<file path="config.mk">
export PLATFORM = sky130hd
export DESIGN_NAME = instr_stream_feeder_flat
export DESIGN_NICKNAME = d
export VERILOG_FILES = /design/src/rtl/feeder_pkg.sv /design/src/rtl/instr_stream_feeder_if.sv /design/src/rtl/feeder_prog_mem.sv /design/src/rtl/instr_stream_feeder.sv /design/src/flat_wrapper.sv
export SDC_FILE = /design/constraint.sdc
export NUM_CORES = 1
export LEC_CHECK = 0
export ABC_AREA = 1
export BUFFER_PORTS_ARGS = -buffer_cell sky130_fd_sc_hd__buf_2
export CORE_MARGIN = 2
export CORE_UTILIZATION = 31
export CTS_CLUSTER_DIAMETER = 30
export DETAILED_ROUTE_END_ITERATION = 10
export MAX_ROUTING_LAYER = met4
export PLACE_DENSITY_LB_ADDON = 0.3
export SYNTH_ARGS = -nofsm -noshare
export SYNTH_HDL_FRONTEND = slang
export SYNTH_HIERARCHICAL = 1
export SYNTH_SLANG_ARGS = --single-unit
</file>
<file path="constraint.sdc">
create_clock -name CLK -period 4.4 [get_ports CLK]
set_input_delay 0.22 -clock CLK [delete_from_list [all_inputs] [get_ports CLK]]
set_output_delay 0.22 -clock CLK [all_outputs]
set_load 0.03 [all_outputs]
</file>
<file path="src/rtl/feeder_pkg.sv">
// Shared types and constants for the instruction-stream feeder.
package feeder_pkg;

  typedef enum logic [1:0] {
    IDLE = 2'd0,
    RUN  = 2'd1,
    FIN  = 2'd2
  } state_t;

  localparam logic [31:0] NOP_WORD = 32'h0000_0000;

endpackage

</file>
<file path="src/rtl/instr_stream_feeder_if.sv">
// Program-load, run-control and instruction-output bundle of the feeder.
// master = harness/driver side, slave = feeder side.
interface instr_stream_feeder_if #(
  parameter int DATA_W  = 32,
  parameter int ADDR_W  = 4,
  parameter int COUNT_W = 8
);

  logic               LOAD_EN;
  logic [ADDR_W-1:0]  LOAD_ADDR;
  logic [DATA_W-1:0]  LOAD_DATA;
  logic               START;
  logic [COUNT_W-1:0] COUNT;
  logic               MODE;
  logic               STALL;
  logic [DATA_W-1:0]  PCF;
  logic [DATA_W-1:0]  IM_RD;
  logic               VALID;
  logic               BUSY;
  logic               DONE;
  logic [COUNT_W-1:0] ISSUED;

  modport master (
    output LOAD_EN, LOAD_ADDR, LOAD_DATA, START, COUNT, MODE, STALL, PCF,
    input  IM_RD, VALID, BUSY, DONE, ISSUED
  );

  modport slave (
    input  LOAD_EN, LOAD_ADDR, LOAD_DATA, START, COUNT, MODE, STALL, PCF,
    output IM_RD, VALID, BUSY, DONE, ISSUED
  );

endinterface

</file>
<file path="src/rtl/feeder_prog_mem.sv">
// Program store: DEPTH x DATA_W register array, synchronous write, asynchronous read.
// Deliberately unreset so a loaded program survives a run abort.
module feeder_prog_mem #(
  parameter int DATA_W = 32,
  parameter int DEPTH  = 16,
  parameter int ADDR_W = $clog2(DEPTH)
) (
  input  logic              CLK,
  input  logic              we,
  input  logic [ADDR_W-1:0] wr_addr,
  input  logic [DATA_W-1:0] wr_data,
  input  logic [ADDR_W-1:0] rd_addr,
  output logic [DATA_W-1:0] rd_data
);

  logic [DATA_W-1:0] mem_reg [DEPTH];

  always_ff @(posedge CLK) begin
    if (we) begin
      mem_reg[wr_addr] <= wr_data;
    end
  end

  // Combinational read lets a same-edge write/issue pair see the old word.
  assign rd_data = mem_reg[rd_addr];

endmodule

</file>
<file path="src/rtl/instr_stream_feeder.sv">
// Instruction-stream feeder: presents a loaded program on IM_RD, sequentially or by PCF.
// Build option: define FEEDER_WRAP_EN to let the sequential index wrap modulo DEPTH.
module instr_stream_feeder
  import feeder_pkg::*;
#(
  parameter int                DATA_W  = 32,
  parameter int                DEPTH   = 16,
  parameter int                ADDR_W  = $clog2(DEPTH),
  parameter int                COUNT_W = 8,
  parameter logic [DATA_W-1:0] PC_BASE = '0
) (
  input logic                 CLK,
  input logic                 RST,
  instr_stream_feeder_if.slave bus
);

  localparam logic [DATA_W-1:0] DEPTH_D = DATA_W'(DEPTH);
  localparam logic [DATA_W-1:0] NOP_D   = DATA_W'(NOP_WORD);

  state_t             state_reg;
  logic [DATA_W-1:0]  im_rd_reg;
  logic               valid_reg;
  logic               busy_reg;
  logic               done_reg;
  logic [COUNT_W-1:0] issued_reg;
  logic [COUNT_W-1:0] count_reg;
  logic [COUNT_W-1:0] seq_idx_reg;
  logic               mode_reg;

  logic [DATA_W-1:0]  pc_off;
  logic [DATA_W-1:0]  pc_idx;
  logic               use_pc;
  logic [COUNT_W-1:0] seq_idx;
  logic               seq_in_range;
  logic               in_range;
  logic [ADDR_W-1:0]  rd_addr;
  logic [DATA_W-1:0]  rd_data;
  logic [DATA_W-1:0]  next_word;
  logic               mem_we;

  assign mem_we = bus.LOAD_EN && (state_reg == IDLE);

  feeder_prog_mem #(
    .DATA_W (DATA_W),
    .DEPTH  (DEPTH),
    .ADDR_W (ADDR_W)
  ) u_prog_mem (
    .CLK     (CLK),
    .we      (mem_we),
    .wr_addr (bus.LOAD_ADDR),
    .wr_data (bus.LOAD_DATA),
    .rd_addr (rd_addr),
    .rd_data (rd_data)
  );

`ifdef FEEDER_WRAP_EN
  assign seq_in_range = 1'b1;
`else
  localparam logic [COUNT_W:0] DEPTH_C = (COUNT_W + 1)'(DEPTH);
  assign seq_in_range = ({1'b0, seq_idx} < DEPTH_C);
`endif

  // The word for the coming issue edge. On the START edge the run settings are
  // still on the bus, so MODE and a zero sequential index are taken from there.
  always_comb begin
    pc_off    = bus.PCF - PC_BASE;
    pc_idx    = pc_off >> 2;
    use_pc    = (state_reg == IDLE) ? bus.MODE : mode_reg;
    seq_idx   = (state_reg == IDLE) ? '0 : seq_idx_reg;
    rd_addr   = seq_idx[ADDR_W-1:0];
    in_range  = seq_in_range;
    if (use_pc) begin
      rd_addr  = pc_idx[ADDR_W-1:0];
      in_range = (bus.PCF >= PC_BASE) && (pc_idx < DEPTH_D);
    end
    next_word = in_range ? rd_data : NOP_D;
  end

  always_ff @(posedge CLK or negedge RST) begin
    if (!RST) begin
      state_reg   <= IDLE;
      im_rd_reg   <= '0;
      valid_reg   <= 1'b0;
      busy_reg    <= 1'b0;
      done_reg    <= 1'b0;
      issued_reg  <= '0;
      count_reg   <= '0;
      seq_idx_reg <= '0;
      mode_reg    <= 1'b0;
    end else begin
      done_reg <= 1'b0;
      case (state_reg)
        IDLE: begin
          if (bus.START) begin
            count_reg <= bus.COUNT;
            mode_reg  <= bus.MODE;
            if (bus.COUNT == '0) begin
              issued_reg  <= '0;
              seq_idx_reg <= '0;
              done_reg    <= 1'b1;
              state_reg   <= FIN;
            end else begin
              im_rd_reg   <= next_word;
              valid_reg   <= 1'b1;
              busy_reg    <= 1'b1;
              issued_reg  <= COUNT_W'(1);
              seq_idx_reg <= COUNT_W'(1);
              state_reg   <= RUN;
            end
          end
        end
        RUN: begin
          if (!bus.STALL) begin
            if (issued_reg == count_reg) begin
              im_rd_reg <= NOP_D;
              valid_reg <= 1'b0;
              busy_reg  <= 1'b0;
              done_reg  <= 1'b1;
              state_reg <= FIN;
            end else begin
              im_rd_reg   <= next_word;
              issued_reg  <= issued_reg + COUNT_W'(1);
              seq_idx_reg <= seq_idx_reg + COUNT_W'(1);
            end
          end
        end
        FIN: begin
          state_reg <= IDLE;
        end
        default: begin
          state_reg <= IDLE;
        end
      endcase
    end
  end

  assign bus.IM_RD  = im_rd_reg;
  assign bus.VALID  = valid_reg;
  assign bus.BUSY   = busy_reg;
  assign bus.DONE   = done_reg;
  assign bus.ISSUED = issued_reg;

endmodule

</file>
<file path="src/flat_wrapper.sv">
// flat-port wrapper written by rule: the top's interface ports become plain ports
module instr_stream_feeder_flat import feeder_pkg::*;
#(
  parameter int                DATA_W  = 32,
  parameter int                DEPTH   = 16,
  parameter int                ADDR_W  = $clog2(DEPTH),
  parameter int                COUNT_W = 8,
  parameter logic [DATA_W-1:0] PC_BASE = '0
)
  (CLK, RST, bus_LOAD_EN, bus_LOAD_ADDR, bus_LOAD_DATA, bus_START, bus_COUNT, bus_MODE, bus_STALL, bus_PCF, bus_IM_RD, bus_VALID, bus_BUSY, bus_DONE, bus_ISSUED);
  instr_stream_feeder_if #(.DATA_W(DATA_W), .ADDR_W(ADDR_W), .COUNT_W(COUNT_W)) bus_i ();
  input logic CLK;
  input logic RST;
  input wire logic [$bits(bus_i.LOAD_EN)-1:0] bus_LOAD_EN;
  input wire logic [$bits(bus_i.LOAD_ADDR)-1:0] bus_LOAD_ADDR;
  input wire logic [$bits(bus_i.LOAD_DATA)-1:0] bus_LOAD_DATA;
  input wire logic [$bits(bus_i.START)-1:0] bus_START;
  input wire logic [$bits(bus_i.COUNT)-1:0] bus_COUNT;
  input wire logic [$bits(bus_i.MODE)-1:0] bus_MODE;
  input wire logic [$bits(bus_i.STALL)-1:0] bus_STALL;
  input wire logic [$bits(bus_i.PCF)-1:0] bus_PCF;
  output wire logic [$bits(bus_i.IM_RD)-1:0] bus_IM_RD;
  output wire logic [$bits(bus_i.VALID)-1:0] bus_VALID;
  output wire logic [$bits(bus_i.BUSY)-1:0] bus_BUSY;
  output wire logic [$bits(bus_i.DONE)-1:0] bus_DONE;
  output wire logic [$bits(bus_i.ISSUED)-1:0] bus_ISSUED;
  assign bus_i.LOAD_EN = bus_LOAD_EN;
  assign bus_i.LOAD_ADDR = bus_LOAD_ADDR;
  assign bus_i.LOAD_DATA = bus_LOAD_DATA;
  assign bus_i.START = bus_START;
  assign bus_i.COUNT = bus_COUNT;
  assign bus_i.MODE = bus_MODE;
  assign bus_i.STALL = bus_STALL;
  assign bus_i.PCF = bus_PCF;
  assign bus_IM_RD = bus_i.IM_RD;
  assign bus_VALID = bus_i.VALID;
  assign bus_BUSY = bus_i.BUSY;
  assign bus_DONE = bus_i.DONE;
  assign bus_ISSUED = bus_i.ISSUED;
  instr_stream_feeder #(.DATA_W(DATA_W), .DEPTH(DEPTH), .ADDR_W(ADDR_W), .COUNT_W(COUNT_W), .PC_BASE(PC_BASE)) u_core (.CLK(CLK), .RST(RST), .bus(bus_i));
endmodule
</file>
### Word-level counts from Yosys, hierarchy flattened

Memory sizes are Yosys's and may differ from the RTL's.
Index checks and enable logic that the tools add are counted.
W data, S select, Z words.

| storage, ports and cells | value |
|---|---|
| flip-flop bits (word level) | 61 |
| memory bits (writable) | 512 |
| memories | 1 |

Memory list:

| name | words | width | read ports | clocked after Yosys merged registers in | wr ports | RTL line | RTL |
|---|---|---|---|---|---|---|---|
| u_core.u_prog_mem.mem_reg | 16 | 32 | 1 | 0 | 1 | feeder_prog_mem.sv:16 | `logic [DATA_W-1:0] mem_reg [DEPTH];` |

| operators by class | value |
|---|---|
| $add $sub $neg | 2 |
| $lt $le $gt $ge | 3 |
| equality and inequality tests | 7 |
| multiplexer cells | 35 |
| reduce and logical (&&, ||, !) cells | 10 |

Operators with widths:

| cell | number |
|---|---|
| $mux W32 | 5 |
| $pmux W32 S2 | 1 |
| $mux W8 | 6 |
| $ge A32 B1 Y1 const B | 1 |
| $pmux W8 S2 | 2 |
| $lt A30 B5 Y1 const B | 1 |
| $add A8 B1 Y8 const B | 2 |
| $mux W1 | 13 |
| $eq A8 B8 Y1 | 1 |
| $logic_not A8 Y1 | 1 |
| $lt A8 B5 Y1 const B | 1 |
| $mux W2 | 4 |
| $ne A2 B2 Y1 const B | 4 |
| $reduce_and A4 Y1 | 2 |
| $reduce_and A5 Y1 | 1 |
| $mux W4 | 1 |
| $pmux W1 S2 | 2 |
| $pmux W2 S2 | 1 |
| $reduce_and A3 Y1 | 1 |
| $eq A2 B1 Y1 const B | 1 |
| $logic_and A1 B1 Y1 | 2 |
| $logic_not A2 Y1 | 1 |
| $ne A2 B1 Y1 const B | 1 |
| $reduce_and A2 Y1 | 1 |
| $reduce_bool A2 Y1 | 1 |

### Depth between registers and ports, before layout

Gate-level depths: netlist (run 1).

| logic depth | value |
|---|---|
| depth in word-level cells | 8 |
| depth in mapped cells | 21 |
| gate-level depth less buffers | 18 |

### Hierarchy

The synthesis (run 1) kept the hierarchy.

Modules (own cells, without submodules):

| module | instances | cells each | area each (um2) | seq. area each (um2) |
|---|---|---|---|---|
| feeder_prog_mem | 1 | 2088 | 22089.9 | 15374.7 |
| instr_stream_feeder | 1 | 519 | 3613.5 | 1526.5 |

### Least setup slack after synthesis (run 1)

OpenSTA, ideal clock, no wires.

| path | value |
|---|---|
| path type | flip-flop to flip-flop |
| start | register u_core.state_reg[1] |
| end | memory u_core.u_prog_mem.mem_reg[12][0] (enable) |
| setup time | 421 ps |
| data arrival time | 2338 ps |
| slack | 1641 ps |
| cell stages (with the launch flop) | 6 |
| clock period less this slack | 2759 ps |
| path through | dfrtp_1 > nor2_4 > inv_1 > nor2_1 > nand3_1 > nor2_1 |

| on the way | value |
|---|---|
| longest elaborated chain between the ends | 4 |

Ends and longest elaborated chain:

| item | RTL line | RTL |
|---|---|---|
| start, declared | instr_stream_feeder.sv:20 | `state_t state_reg;` |
| start signal, assigned | instr_stream_feeder.sv:81 | `state_reg <= IDLE;` |
| start signal, assigned | instr_stream_feeder.sv:101 | `state_reg <= FIN;` |
| start signal, assigned | instr_stream_feeder.sv:108 | `state_reg <= RUN;` |
| $logic_not A2 Y1 | instr_stream_feeder.sv:41 | `assign mem_we = bus.LOAD_EN && (state_reg == IDLE);` |
| $logic_and A1 B1 Y1 | instr_stream_feeder.sv:41 |  |
| named net u_core.mem_we | instr_stream_feeder.sv:39 | `logic mem_we;` |
| $mux W1 | feeder_prog_mem.sv:19 | `if (we) begin` |
| $mux W1 (not written as such) | feeder_prog_mem.sv:20 | `mem_reg[wr_addr] <= wr_data;` |
| end, declared | feeder_prog_mem.sv:16 |  |

The timed path passes the listed nets, and every way through them passes these cells.

### Final worst setup path (run 1)

| path | value |
|---|---|
| start | register u_core.state_reg[1] |
| end | register u_core.im_rd_reg[18] (netlist: u_core/bus.IM_RD[18]) |

| on the way | value |
|---|---|
| longest elaborated chain between the ends | 8 |

Ends and longest elaborated chain:

| item | RTL line | RTL |
|---|---|---|
| $logic_not A2 Y1 * | instr_stream_feeder.sv:68, instr_stream_feeder.sv:69 |  |
| $mux W8 / $mux W1 (equally long branches) | instr_stream_feeder.sv:69, instr_stream_feeder.sv:68 |  |
| $mux W4 * | instr_stream_feeder.sv:72 | `if (use_pc) begin` |
| named net u_core.rd_addr[0] | instr_stream_feeder.sv:36 | `logic [ADDR_W-1:0] rd_addr;` |
| $mem_v2 Z16 W32 * | n/a |  |
| named net u_core.rd_data[18] | instr_stream_feeder.sv:37 | `logic [DATA_W-1:0] rd_data;` |
| $mux W32 * | instr_stream_feeder.sv:76 | `next_word = in_range ? rd_data : NOP_D;` |
| $mux W32, on equally long branches | instr_stream_feeder.sv:114, instr_stream_feeder.sv:97 |  |
| $mux W32, on equally long branches | instr_stream_feeder.sv:113, instr_stream_feeder.sv:94 |  |
| $pmux W32 S2 * | instr_stream_feeder.sv:92 | `case (state_reg)` |
| end signal, assigned | instr_stream_feeder.sv:103 | `im_rd_reg <= next_word;` |
| end signal, assigned | instr_stream_feeder.sv:121 | `im_rd_reg <= next_word;` |
| end, declared | instr_stream_feeder.sv:21 | `logic [DATA_W-1:0] im_rd_reg;` |

The timed path passes the listed nets; every way through them passes the cells marked *. The select of a mux whose other input is x is not followed.
A chain may end at the register's enable or synchronous reset.

==> results.py, run 1 <==
metrics = {
    "outcome": {
        "status": "finished clean",
    },
    "finish": {
        "drive_gt1_share_pct": 14.50,
        "stdcell_count": 3990,
        "final_cell_mix": "nand2_1, edfxtp_1, inv_1, nand3_1",
        "finish.utilization_pct": 39.14,
        "largest_register_ffs": 512,
        "area_growth_pct": 25.03,
        "final_common_cell": "nand2_1",
        "final_nets": 2896,
    },
    "sta": {
        "rsz0062_at_grt": "false",
        "fin_skew_ns": 0.02204,
        "finalMaxSlewViolations": 0,
        "fin_setup_tns_ns": 0,
        "max_freq_ghz": 0.3021,
        "worst_pin_slew_ns": 0.9155,
        "hold_viol": 0,
        "period_share_pct": 75.22,
        "relSlewSlack_pct": 38.97,
        "setup_ws_ns": 1.090,
        "finalSetupViolCount": 0,
        "fin_crit_ns": 3.310,
        "holdWs_ns": 0.2595,
    },
    "grt": {
        "grt_pass1_wl_um": 99830,
        "grt_overflow": 0,
        "grt_max_degree": 171,
        "grt.total_usage_pct": 15.81,
        "grt_pass1_vias": 16930,
        "antenna_found_initial": 2,
    },
    "clock_tree": {
        "htree_levels": 3,
        "hold_buffers": 45,
        "clock_sinks": 573,
        "root_buffer": "clkbuf_16",
        "numCtsBuffers": 119,
        "postCtsSetupBuffers": 0,
        "clk_pin_slew_worst_paths_ns": 0.05,
        "clk_path_buf_depth": 3,
        "cts.repair.resized": 0,
        "tritoncts": "built",
        "worstSkewPairLatency_ns": 0.66,
    },
    "critical_path": {
        "crit_required_ns": 4.99,
        "end_kind": "flip-flop",
        "worstPathArrival_ns": 3.90,
        "reg2reg_slack_ns": 1.09,
        "critPathLaunchType": "flip-flop",
        "reg2reg_depth": 18,
        "timing.rr.start": "u_core/state_reg[1]$_DFFE_PN0P_",
        "cp_max_fo": 170,
        "rr_endpoint": "u_core/bus.IM_RD[18]$_DFFE_PN0P_",
        "crit_type": "flip-flop to flip-flop",
    },
    "pwr": {
        "p_seq_share_pct": 29.1,
        "ir_drop_mv": 0.6710,
        "p_leak_nw": 14.30,
        "p_per_area_nw_per_um2": 673.6,
        "clockPowerShare_pct": 42.8,
        "switching_share_pct": 33.80,
        "p_comb_share_pct": 28.1,
        "switchingPower_mw": 7.317,
        "p_int_mw": 14.33,
    },
    "yosys": {
        "yosys.area.top_type": "edfxtp_1",
        "synth_nets": 2691,
        "synth_seq_cells": 573,
        "synthesis.instances": 2607,
        "yosys_warnings": 6,
        "synth_top_area_share_pct": 59.82,
        "avgSynthCellArea_um2": 9.859,
        "synth.area.top_cells": "edfxtp_1, nand2_1, nand3_1",
        "syn-cell-area_um2": 25700,
        "synth_cell_type_count": 34,
        "yosysSeqAreaShare_pct": 65.75,
    },
    "floorplanning": {
        "placementRows": 105,
        "die_w_um": 292.0,
        "die_area_um2": 85230,
        "initial_utilization_pct": 31.30,
        "die_y_um": 292.0,
        "core_area_um2": 82110,
        "io_pins": 125,
    },
    "place": {
        "dp.cells": 3716,
        "place_ws_ns": 1.118,
        "place.gp.congestion": 0.7472,
        "io_buffers": 122,
        "dp_hpwl_um": 34870,
    },
    "route": {
        "drtAntennaViolNets": 0,
        "wl_per_cell_um": 16.38,
        "drtIter0Drc": 1029,
        "wirelength_um": 65360,
        "viasPerCell": 4.377,
        "drt_pre_antenna_iters": 5,
        "drc": 0,
        "via_count": 17470,
    },
    "run": {
        "drv_cap": 0,
    },
    "worst_hold_path": {
        "hold_path.class": "input pin to asynchronous set/reset pin",
    },
}
synthesized netlist by cell type:
cell	n
clkinv_4	1
buf_2	50
a21oi_1	5
buf_6	34
inv_4	1
inv_1	476
buf_12	1
buf_1	14
o31ai_1	1
buf_4	11
ha_1	2
o22ai_1	2
nand3_2	3
nor3_1	1
o21ai_1	2
xnor2_1	8
o21ai_0	12
nand3b_1	3
nand2_2	2
clkbuf_1	14
or2_2	2
mux2_2	6
nor2_4	1
nand2_1	877
nand3_1	397
nor3b_1	1
nor2_2	23
nor2_1	71
dfrtp_1	61
edfxtp_1	512
xor2_1	6
o21ai_2	1
or2_0	3
inv_2	3
kinds of logic (layout without fill, tap and decap cells):
kind of cell,Yosys count,after routing,synth area share [%]
muxes,6,6,0.2628
DFF,573,573,65.75
xor gates and xnor gates,14,14,0.4771
AOI/OAI and AO/OA,23,23,0.4819
other,0,2,0
and+or+nand+nor,1384,1384,22.60
buffers and inverters,605,916,10.32
adders and majority gates,2,2,0.09734
power by group through the flow:
stage | sequential [mW] | combinational, mW | clock (mW)
2_1_floorplan | 6.71 | 3.99 | 0
3_3_place_gp | 6.40 | 6.05 | 0
3_5_place_dp | 6.40 | 6.07 | 0
4_1_cts | 6.30 | 6.13 | 9.42
5_1_grt | 6.32 | 6.78 | 9.71
6_report | 6.30 | 6.08 | 9.27
worst max path at each step:
stage | startpoint | end | slack [ns]
final | u_core/state_reg[1]$_DFFE_PN0P_ | u_core/bus.IM_RD[18]$_DFFE_PN0P_ | 1.09
after global routing | u_core/state_reg[0]$_DFFE_PN0P_ | u_core/bus.IM_RD[18]$_DFFE_PN0P_ | 0.81
after CTS | u_core/state_reg[1]$_DFFE_PN0P_ | u_core/bus.IM_RD[15]$_DFFE_PN0P_ | 1.08
after detailed placement | u_core/state_reg[1]$_DFFE_PN0P_ | u_core/bus.IM_RD[15]$_DFFE_PN0P_ | 1.12
after global placement | u_core/state_reg[1]$_DFFE_PN0P_ | u_core/bus.IM_RD[16]$_DFFE_PN0P_ | 1.12
after floorplan | u_core/state_reg[1]$_DFFE_PN0P_ | u_core/u_prog_mem/mem_reg[12][0]$_DFFE_PP_ | 1.64
through the flow:
| stage | area [um2] | total power [mW] |
|---|---|---|
| 2_1_floorplan | 25700 | 10.69 |
| 3_3_place_gp | 27440 | 12.44 |
| 3_5_place_dp | 27440 | 12.47 |
| 4_1_cts | 32130 | 21.85 |
| 5_1_grt | 32140 | 22.81 |
| 6_report | 32140 | 21.65 |
worst max-delay path, stage by stage, from the launching register on:
cell,delay (ns)
dfrtp_1,0.42
nor2_4,0.22
nor2_2,0.09
inv_2,0.12
o21ai_2,0.16
o22ai_4,0.34
buf_12,0.61
nand2_1,0.12
nand2_1,0.10
nand2_1,0.05
nand3_1,0.10
nand3_1,0.09
nand2_1,0.10
inv_1,0.14
nor2_2,0.13
nand2_1,0.07
inv_1,0.07
nand2_1,0.05
nand2_1,0.06
area by class of cell:
type                       instances  area (um2)
antenna                            2       5.005
clock buffer                     133        3104
clock inverter                    94        1137
fill                            7877       49970
inverter                         481        1821
multi-input combinational       1429        6324
sequential                       573       16900
tap                             1070        1339
timing repair buffer             208        1506
per-layer routing:
layer  wire length (um)  part of all wire (%)  global-route usage [%]
met5                  0                     0                       -
met4               1299                   2.0                   5.243
met3               3262                   5.0                   2.710
met2              31300                    48                   25.87
met1              29500                    45                   19.91
Note: power is estimated with default switching activity, not from simulation.
==> run 2: changes to the inputs <==
==> constraint.sdc (replaced) <==
create_clock -name CLK -period 2.9 [get_ports CLK]
set_input_delay 0.145 -clock CLK [delete_from_list [all_inputs] [get_ports CLK]]
set_output_delay 0.145 -clock CLK [all_outputs]
set_load 0.03 [all_outputs]
==> results.py, run 2 (synthesized netlist as in run 1, its figures left out) <==
metrics = {
    "outcome": {
        "status": "finished clean",
    },
    "critical_path": {
        "cp_cell_sequence": "nor2_4 > nor2_2 > inv_2 > o21ai_2 > o22ai_4 > buf_12 > buf_12 > buf_4 > nand2_1 > nand3_1 > nand3_1 > nand3_1 > nand2_1 > inv_1 > nor2_2 > nand2_1 > inv_1 > nand2_1 > nand2_1",
        "reg2reg_slack_ns": 0.19,
        "crit_type": "flip-flop to flip-flop",
        "cp_max_fo": 44,
        "critical_path.top_delay_family": "buffers and inverters",
        "slowest_delay_ns": 0.44,
        "crit_required_ns": 3.44,
        "end_kind": "flip-flop",
        "timing.rr.start": "u_core/state_reg[0]$_DFFE_PN0P_",
        "path_common_cell": "nand2_1",
        "worstPathArrival_ns": 3.25,
        "worst-path-buf-inv": 6,
        "cp_slowest_cell": "dfrtp_2",
        "critPathLaunch": "u_core/state_reg[0]$_DFFE_PN0P_",
        "critPathLaunchType": "flip-flop",
    },
    "sta": {
        "hold_viol": 0,
        "worst_pin_slew_ns": 0.7137,
        "setup_ws_ns": 0.1857,
        "fin_skew_ns": 0.01603,
        "finalMaxSlewViolations": 0,
        "rsz0062_at_grt": "true",
        "relSlewSlack_pct": 52.42,
        "finalSetupViolCount": 0,
        "fin_crit_ns": 2.714,
        "max_freq_ghz": 0.3684,
        "period_share_pct": 93.60,
        "holdWs_ns": 0.02235,
    },
    "floorplanning": {
        "die_area_um2": 85230,
        "initial_utilization_pct": 31.30,
        "placementRows": 105,
        "die_y_um": 292.0,
        "core_area_um2": 82110,
        "io_pins": 125,
        "die_w_um": 292.0,
    },
    "route": {
        "viasPerCell": 4.363,
        "drt_pre_antenna_iters": 5,
        "via_count": 17560,
        "wirelength_um": 66400,
        "drtIter0Drc": 1118,
        "wl_per_cell_um": 16.50,
        "drc": 0,
        "drtAntennaViolNets": 0,
    },
    "finish": {
        "area_growth_pct": 26.69,
        "final_nets": 2927,
        "final_common_cell": "nand2_1",
        "stdcell_count": 4025,
        "fillers": 7892,
        "largest_register_ffs": 512,
        "drive_gt1_share_pct": 15.00,
        "final_cell_mix": "nand2_1, edfxtp_1, inv_1, nand3_1",
    },
    "grt": {
        "grt_max_degree": 61,
        "grt.total_usage_pct": 16.10,
        "antenna_found_initial": 9,
        "grt_pass1_wl_um": 102200,
        "grt_overflow": 0,
        "grt_pass1_vias": 17080,
    },
    "pwr": {
        "p_leak_nw": 14.47,
        "ir_drop_mv": 0.5740,
        "p_per_area_nw_per_um2": 998.2,
    },
    "clock_tree": {
        "tritoncts": "built",
        "htree_levels": 3,
        "clk_path_buf_depth": 3,
        "root_buffer": "clkbuf_16",
        "worstSkewPairLatency_ns": 0.65,
        "clk_pin_slew_worst_paths_ns": 0.05,
        "clock_sinks": 573,
        "numCtsBuffers": 117,
    },
    "place": {
        "dp.cells": 3746,
        "io_buffers": 122,
        "place_ws_ns": 0.1343,
        "place.gp.congestion": 0.7557,
        "dp_hpwl_um": 35350,
    },
    "run": {
        "drv_cap": 0,
    },
    "worst_hold_path": {
        "hold_path.class": "input pin to asynchronous set/reset pin",
    },
}
[run 2: changes by cell type in the layout (fill, tap and decap cells not counted), sizes merged]
cell      delta
bufinv      -10
clkinv       -8
clkinvlp     -3
diode        +7
buf         +33
inv          -3
clkbuf      +19
[run 2: where the power goes]
group          switching, mW  internal (mW)
logic                   6.55           3.25
registers              0.232           9.33
clock network           4.19           8.94
[run 2: layout make-up]
class                      count  area, um2  share of cell area (%)
clock inverter                70      715.7                   2.198
multi-input combinational   1429       6324                   19.42
sequential                   573      16900                   51.91
inverter                     481       1821                   5.591
clock buffer                 152       3246                   9.967
timing repair buffer         241       2193                   6.736
tap                         1070       1339                   4.111
antenna                        9      22.52                 0.06916
[run 2: final timing paths]
path	cells after the start	end
setup / recovery	19	u_core/bus.IM_RD[16]$_DFFE_PN0P_
hold / removal	2	u_core/bus.IM_RD[20]$_DFFE_PN0P_
min in group CLK	5	u_core/u_prog_mem/mem_reg[10][6]$_DFFE_PP_
max in group asynchronous	3	u_core/state_reg[0]$_DFFE_PN0P_
setup reg to reg	19	u_core/bus.IM_RD[16]$_DFFE_PN0P_
hold reg to reg	2	u_core/bus.IM_RD[23]$_DFFE_PN0P_
[run 2: stage by stage]
stage	area, um2	power (mW)	TNS [ns]	util [%]
finish	32560	32.50	0	39.66
global route	32560	34.23	-0.08337	39.66
CTS	32490	32.75	0	39.57
detailed placement	28080	19.42	0	34.20
global placement	28080	19.38	0	34.20
floorplan	25700	16.23	0	-
[run 2: repair_timing]
| item | 4_1_cts | 5_1_grt |
|---|---|---|
| resized for setup | 0 | 5 |
| setup buffers | 0 | 3 |
| endpoints found under the hold margin | 570 | 0 |
| hold buffers | 45 | 0 |
| setup endpoints to repair | 0 | 17 |
[run 2: routing by layer]
layer,global-route usage (%),vias up,wire (um)
li1,-,8812,-
met1,20.13,8244,29590
met2,26.70,408,32250
met3,2.596,96,3346
met4,5.180,0,1217
met5,-,-,0
==> run 3: changes to the inputs <==
==> constraint.sdc (replaced) <==
create_clock -name CLK -period 2.9 [get_ports CLK]
set_input_delay 0.29 -clock CLK [delete_from_list [all_inputs] [get_ports CLK]]
set_output_delay 0.29 -clock CLK [all_outputs]
set_load 0.03 [all_outputs]
==> results.py, run 3 (synthesized netlist as in run 1, its figures left out) <==
metrics = {
    "sta": {
        "setup_ws_ns": 0.1877,
        "period_share_pct": 93.53,
        "max_freq_ghz": 0.3687,
        "worst_pin_slew_ns": 0.6175,
        "fin_setup_tns_ns": 0,
        "finalSetupViolCount": 0,
        "fin_skew_ns": 0.01818,
        "relSlewSlack_pct": 58.83,
        "rsz0062_at_grt": "false",
        "fin_crit_ns": 2.712,
        "finalMaxSlewViolations": 0,
        "hold_viol": 0,
    },
    "critical_path": {
        "critPathLaunchType": "flip-flop",
        "worstPathArrival_ns": 3.25,
        "timing.rr.start": "u_core/state_reg[0]$_DFFE_PN0P_",
        "worstSetupEndpoint": "u_core/bus.IM_RD[11]$_DFFE_PN0P_",
        "critPathLaunch": "u_core/state_reg[0]$_DFFE_PN0P_",
        "reg2reg_slack_ns": 0.19,
        "crit_required_ns": 3.43,
        "end_kind": "flip-flop",
        "reg2reg_depth": 18,
        "rr_endpoint": "u_core/bus.IM_RD[11]$_DFFE_PN0P_",
        "crit_type": "flip-flop to flip-flop",
        "cp_max_fo": 33,
    },
    "route": {
        "viasPerCell": 4.371,
        "wirelength_um": 65820,
        "drtIter0Drc": 1054,
        "drt_pre_antenna_iters": 5,
        "via_count": 17550,
        "wl_per_cell_um": 16.39,
        "drc": 0,
        "drtAntennaViolNets": 0,
    },
    "finish": {
        "seq_area_um2": 16900,
        "finish.utilization_pct": 39.53,
        "drive_gt1_share_pct": 15.54,
        "largest_register_ffs": 512,
        "multi_input_area_um2": 6331,
        "final_common_cell": "nand2_1",
        "fillers": 7928,
        "area_growth_pct": 26.29,
        "final_nets": 2918,
        "final_cell_mix": "nand2_1, edfxtp_1, inv_1, nand3_1, buf_2",
    },
    "grt": {
        "grt.total_usage_pct": 15.92,
        "grt_max_degree": 75,
        "antenna_found_initial": 11,
        "grt_pass1_wl_um": 100500,
        "grt_overflow": 0,
        "grt_pass1_vias": 17000,
    },
    "floorplanning": {
        "initial_utilization_pct": 31.30,
        "placementRows": 105,
        "core_area_um2": 82110,
        "die_w_um": 292.0,
        "io_pins": 125,
        "die_y_um": 292.0,
        "die_area_um2": 85230,
    },
    "pwr": {
        "ir_drop_mv": 0.6437,
        "p_per_area_nw_per_um2": 1008,
        "p_leak_nw": 14.45,
    },
    "run": {
        "drv_cap": 0,
    },
    "clock_tree": {
        "tritoncts": "built",
        "worstSkewPairLatency_ns": 0.66,
        "clock_sinks": 573,
        "clk_pin_slew_worst_paths_ns": 0.05,
        "root_buffer": "clkbuf_16",
        "numCtsBuffers": 117,
        "clk_path_buf_depth": 3,
        "htree_levels": 3,
    },
    "worst_hold_path": {
        "hold_path.class": "input pin to flip-flop",
    },
    "place": {
        "io_buffers": 122,
        "dp_hpwl_um": 35980,
        "place.gp.congestion": 0.7595,
        "place_ws_ns": 0.1452,
    },
    "outcome": {
        "status": "finished clean",
    },
}
-- run 3: cell types whose count changed in the layout (fill, tap and decap cells not counted), sizes merged --
cell         previous run  this run
buf                   196       201
bufinv                 13        18
clkbuf                152       135
clkinv                 43        53
diode                   9        11
dlygate4sd3            45        31
-- run 3: stage by stage --
stage / area [um2] / cells / power [mW] / hold WS [ns]
6_report: 32460 / 4016 / 32.71 / 0.02622
5_1_grt: 32460 / 4016 / 34.49 / 0.02040
4_1_cts: 32400 / 4004 / 32.98 / 0.0007377
3_5_place_dp: 28060 / 3753 / 19.39 / 0.3428
3_3_place_gp: 28060 / 3753 / 19.34 / 0.3381
2_1_floorplan: 25700 / 2607 / 16.23 / -0.005591
-- run 3: metal layers --
metal	share of wire (%)	GRT usage (%)	up-vias
li1	-	-	8782
met1	44	19.82	8233
met2	48	26.16	435
met3	5.5	2.702	104
met4	2.5	5.645	0
met5	0	-	-
-- run 3: where the power goes --
group	internal [mW]	total, mW	switching, mW
clock network	9.16	13.4	4.26
registers	9.33	9.57	0.242
logic	3.18	9.71	6.54
total	21.7	32.7	11.0
-- run 3: worst min path at each step --
stage	to	startpoint	slack, ns	depth (start not counted)
final	u_core/u_prog_mem/mem_reg[0][11]$_DFFE_PP_	bus_LOAD_DATA[11]	0.03	1
after detailed placement	u_core/bus.IM_RD[20]$_DFFE_PN0P_	RST	0.34	1
after global placement	u_core/bus.IM_RD[20]$_DFFE_PN0P_	RST	0.34	1
after CTS	u_core/u_prog_mem/mem_reg[12][5]$_DFFE_PP_	bus_LOAD_DATA[5]	0.0007	1
after global routing	u_core/u_prog_mem/mem_reg[6][12]$_DFFE_PP_	bus_LOAD_DATA[12]	0.02	1
after floorplan	u_core/bus.BUSY$_DFFE_PN0P_	RST	-0.006	0
-- run 3: final cells by class --
cell class | count | share of cell area, %
timing repair buffer | 232 | 6.179
tap | 1070 | 4.124
sequential | 573 | 52.07
antenna | 11 | 0.08480
multi-input combinational | 1429 | 19.50
inverter | 481 | 5.608
clock inverter | 85 | 2.910
clock buffer | 135 | 9.521
-- run 3: worst max-delay path, cell delays in order (launching register included) --
cell and delay, ns:
dfrtp_1 0.43, nor2_4 0.22, inv_1 0.12, o21ai_4 0.21, o22ai_4 0.11, buf_12 0.15
inv_8 0.20, buf_12 0.24, nand2_1 0.08, nand3_1 0.07, nand3_1 0.08, nand3_1 0.12
nand2_1 0.06, inv_1 0.17, nor2_1 0.07, nand2_1 0.07, inv_1 0.03, nand2_1 0.08
nand2_1 0.06
-- run 3: what timing repair did --
| action | 4_1_cts | 5_1_grt |
|---|---|---|
| endpoints found under the setup margin | 0 | 23 |
| endpoints found under the hold margin | 313 | 0 |
| resized for setup | 0 | 2 |
| setup buffers | 0 | 1 |
| hold buffers | 31 | 0 |
